==> src/rtl/rej_uniform_sampler.sv <==
// rej_uniform_sampler: rejection-samples 23-bit coefficients < Q from SHAKE128 squeeze blocks.
// Define REJ_SAMPLER_STATS_EN to add the rej_cnt rejected-candidate counter output.
module rej_uniform_sampler #(
   parameter int N_COEF       = 256,
   parameter int Q            = 8380417,
   parameter int CAND_PER_BLK = 56
) (
   input  logic          clk,
   input  logic          reset,
   input  logic          start,
   input  logic [1343:0] blk_in,
   input  logic          blk_valid,
   output logic          blk_ack,
   output logic [22:0]   coef_out,
   output logic [7:0]    coef_idx,
   output logic          coef_valid,
   input  logic          coef_ready,
   output logic          busy,
   output logic          done
`ifdef REJ_SAMPLER_STATS_EN
   ,
   output logic [15:0]   rej_cnt
`endif
);
   typedef enum logic [1:0] {IDLE, WAIT, SCAN, DRAIN} state_t;
   state_t state;
   logic [1343:0] blk;
   logic [5:0] j;
   logic [8:0] acc_cnt;
   logic [22:0] t;
   logic acc_ok, slot_free;
   // The block shifts down 24 bits per consumed candidate, so the current one is always at the bottom.
   assign t = blk[22:0];
   assign acc_ok = t < 23'(Q);
   assign slot_free = ~coef_valid | coef_ready;
   assign busy = state != IDLE;
   always_ff @(posedge clk) begin
      if (reset) begin
         state <= IDLE;
         blk <= '0;
         j <= '0;
         acc_cnt <= '0;
         blk_ack <= 1'b0;
         coef_valid <= 1'b0;
         coef_out <= '0;
         coef_idx <= '0;
         done <= 1'b0;
`ifdef REJ_SAMPLER_STATS_EN
         rej_cnt <= '0;
`endif
      end else begin
         blk_ack <= 1'b0;
         done <= 1'b0;
         if (coef_valid & coef_ready) coef_valid <= 1'b0;
         case (state)
            IDLE: if (start) begin
               acc_cnt <= '0;
               state <= WAIT;
`ifdef REJ_SAMPLER_STATS_EN
               rej_cnt <= '0;
`endif
            end
            WAIT: if (blk_valid) begin
               blk <= blk_in;
               blk_ack <= 1'b1;
               j <= '0;
               state <= SCAN;
            end
            SCAN: if (slot_free) begin
               blk <= blk >> 24;
               j <= j + 6'd1;
               if (acc_ok) begin
                  coef_out <= t;
                  coef_idx <= acc_cnt[7:0];
                  coef_valid <= 1'b1;
                  acc_cnt <= acc_cnt + 9'd1;
               end
`ifdef REJ_SAMPLER_STATS_EN
               else if (rej_cnt != 16'hFFFF) rej_cnt <= rej_cnt + 16'd1;
`endif
               if (acc_ok && acc_cnt == 9'(N_COEF - 1)) state <= DRAIN;
               else if (j == 6'(CAND_PER_BLK - 1)) state <= WAIT;
            end
            DRAIN: if (coef_valid & coef_ready) begin
               done <= 1'b1;
               state <= IDLE;
            end
            default: state <= IDLE;
         endcase
      end
   end
endmodule

==> config.mk <==
export PLATFORM = sky130hd
export DESIGN_NAME = rej_uniform_sampler
export DESIGN_NICKNAME = d
export VERILOG_FILES = /design/src/rtl/rej_uniform_sampler.sv
export SDC_FILE = /design/constraint.sdc
export NUM_CORES = 2
export LEC_CHECK = 0
export ABC_AREA = 1
export BUFFER_PORTS_ARGS = -buffer_cell sky130_fd_sc_hd__buf_2
export CORE_AREA = 2 2 536 538
export DETAILED_ROUTE_END_ITERATION = 8
export DIE_AREA = 0 0 538 540
export PLACE_DENSITY = 0.47
export SYNTH_ARGS = -nofsm -noshare
export SYNTH_HDL_FRONTEND = slang
export SYNTH_SLANG_ARGS = --single-unit
export TNS_END_PERCENT = 10
==> constraint.sdc <==
create_clock -name clk -period 2 [get_ports clk]
set_input_delay 0.2 -clock clk [delete_from_list [all_inputs] [get_ports clk]]
set_output_delay 0.2 -clock clk [all_outputs]
set_load 0.01 [all_outputs]
==> flow_summary.ini <==
[run_status]
status = completed

[cts]
cts_buffers = 167
clock_path_buffers = 4
htree_levels = 4
clock-sinks = 1339
clk_latency_ns = 0.86
clk_pin_slew_ns = 0.06
cts_tree = built
clockRootBuffer = clkbuf_16

[synthesis]
syn-instance-count = 8591
ys_seq_area_frac = 0.450
yosysWarnings = 0
ys_types = 28
avgSynthCellArea_um2 = 6.94
netlist_area_um2 = 59600
synth.net_count = 9943
ys_seq_elements = 1339

[finish]
fillers = 30700
stdcell_count = 15000
synthToLayoutAreaGrowth_pct = 52.9
final_nets = 12400
final_util = 0.320
drive_gt1_frac = 0.183

[floorplan]
die_w_um = 538
fp-row-count = 196
die-area_um2 = 291000
die_h_um = 540
start_util = 0.210
core-area_um2 = 284000
ioPinCount = 1384

[hold_path]
hp-class = in2reg
whs_endpoint = blk[994]
hold_start = blk_in[994]
worstHoldPathCells = 5

[placement]
io_buffers = 1327
placed_cells = 13400
hpwl_um = 211000
gp_congestion = 0.861

[worst_setup_path]
r2r_end = blk[800]
path_class = reg2reg
reg2reg_from = coef_valid
worst_ep_required_time_ns = 2.70
end_kind = flop
worstPathMaxFanout = 23
worst_setup_path_start_kind = flop
rrSetupSlack_ns = 0.03
r2r_cells = 10
arrival_ns = 2.67

[sta]
tns_ns = 0
setup-violations-final = 0
max_slew.worst_pin.slew_ns = 0.754
drv_slew = 0
max_freq_mhz = 507
slew_headroom = 0.492
hold_viol_final = 0
grt_setup_unrepaired = true
final.setup_skew_ns = 0.0939
period_share = 0.987
min_period_ns = 1.97

[power_and_ir_drop]
power_density_nw_per_um2 = 1510
p_sw_frac = 0.415
pwr-share-comb = 0.466
p_leak_uw = 0.0391
cellInternalPower_uw = 80600
power.share.sequential = 0.312
ir_drop_v = 0.000786
power_frac_clock = 0.222
netSwitchingPower_uw = 57100

[global_routing]
globalRouteTotalUtil = 0.183
grt_max_degree = 99
overflow = 0
grt_pass1_wl_um = 401000
grt_pass1_vias = 63000
antenna_found_initial = 80

[detailed_routing]
drt_iter0_drc = 4511
num_vias = 66200
wl_per_cell_um = 18.9
drt_wl_total_um = 284000
drt_pre_antenna_iters = 7
drc = 0
vias_per_cell = 4.40
ant_nets = 0

[flow_run]
maxCapViolations = 0
layout make-up:
cell class	instances	area, um^2	share of cell area
clock inverter	39	470	0.00516
tap	3762	4710	0.0516
antenna	67	168	0.00184
timing repair buffer	3036	24400	0.267
inverter	1230	4630	0.0508
multi-input combinational	5302	25000	0.275
clock buffer	258	4960	0.0544
sequential	1339	26800	0.294
Yosys cell counts (all sizes together):
cell	instances	share of area
o21ai	2483	0.21
nand2	1399	0.088
dfxtp	1339	0.45
inv	1230	0.077
a21oi	1200	0.10
buf	403	0.034
clkbuf	317	0.020
a31oi	84	0.0088
nor2	84	0.0056
a32o	23	0.0039
nand3	9	0.00076
nor3	4	0.00034
xor2	4	0.00059
ha	3	0.00063
nand4	3	0.00031
nor3b	3	0.00038
a21o	1	0.00013
nor4	1	0.00011
o211ai	1	0.00013
cell families (layout without fill, tap and decap cells):
group	Yosys count	in the layout	synth area share
compound gates	3792	3792	0.322
buf+inv	1950	4563	0.131
simple gates	1503	1503	0.0956
flops	1339	1339	0.450
xor+xnor	4	4	0.000588
fa+ha+maj	3	3	0.000630
other cells	0	67	0
critical path, stage by stage, from the launching register on:
cell,delay (ns)
dfxtp_1,0.32
inv_1,0.05
nor2_2,0.15
nor2_4,0.07
o21ai_4,0.14
buf_12,0.14
buf_12,0.19
buf_12,0.22
buf_4,0.21
o21ai_0,0.12
a21oi_1,0.15
layout by cell type (no fill, tap or decap), types with 4 or more instances in the layout:
master	synthesis	final
o21ai_0	2374	2352
nand2_1	1398	1396
dfxtp_1	1339	1337
buf_2	398	1326
dlygate4sd3_1	0	1259
inv_1	1228	1226
a21oi_1	1200	1200
buf_4	2	306
clkbuf_16	0	177
o21ai_1	108	130
buf_12	0	93
a31oi_1	84	84
nor2_1	81	75
diode_2	0	67
clkbuf_1	316	47
clkbuf_8	0	44
buf_6	0	26
a32o_1	23	23
clkinv_2	0	20
buf_16	0	14
nand3_1	9	9
nor2_2	1	6
bufinv_16	0	6
nor3_1	4	4
xor2_1	4	4
routing by layer:
metal  vias up  routed length (um)  GRT usage
met5         -                 122          0
met4        18               16200     0.0994
met3       614               16300     0.0264
met2      2255              130000      0.298
met1     30200              122000      0.231
li1      33100                   -          -
how the worst max path moves through the flow:
stage                     from         to  cells past startpoint
finish              coef_valid   blk[800]                     10
global route          state[0]   blk[753]                     10
CTS                   state[1]       busy                      4
detailed placement    state[1]   blk[159]                      9
global placement      state[1]   blk[996]                      8
floorplan           coef_valid  blk[1221]                      8
power by group through the flow:
stage | clock network [uW] | registers [uW] | logic [uW]
2_1_floorplan | 0 | 42800 | 37100
3_3_place_gp | 0 | 43200 | 59500
3_5_place_dp | 0 | 43500 | 59800
4_1_cts | 31300 | 43000 | 62500
5_1_grt | 32400 | 44200 | 71600
6_report | 30600 | 43000 | 64100
timing repair:
action	4_1_cts	5_1_grt
resized for setup	17	61
setup buffers	2	4
setup endpoints to repair	150	713
pin swaps	1	2
hold buffers	1259	0
endpoints found under the hold margin	1294	0
cloned	1	10
stage by stage:
step | instance area (um^2) | setup WS (ns) | power, uW | hold WS (ns)
6_report | 91100 | 0.0265 | 138000 | 0.0554
2_1_floorplan | 59600 | 0.316 | 79900 | 0.277
3_3_place_gp | 72400 | -0.0532 | 103000 | 0.409
5_1_grt | 91100 | -0.0722 | 148000 | 0.00379
3_5_place_dp | 72400 | -0.0601 | 103000 | 0.414
4_1_cts | 90500 | -0.0114 | 137000 | 0.00101
state kept, by name, summed over array words and instances (netlist names):
name and flops:
blk 1288, coef_out 23, acc_cnt 9, coef_idx 8
j 6, state 2, blk_ack 1, coef_valid 1
done 1
Note: power is estimated with default switching activity, not from simulation.
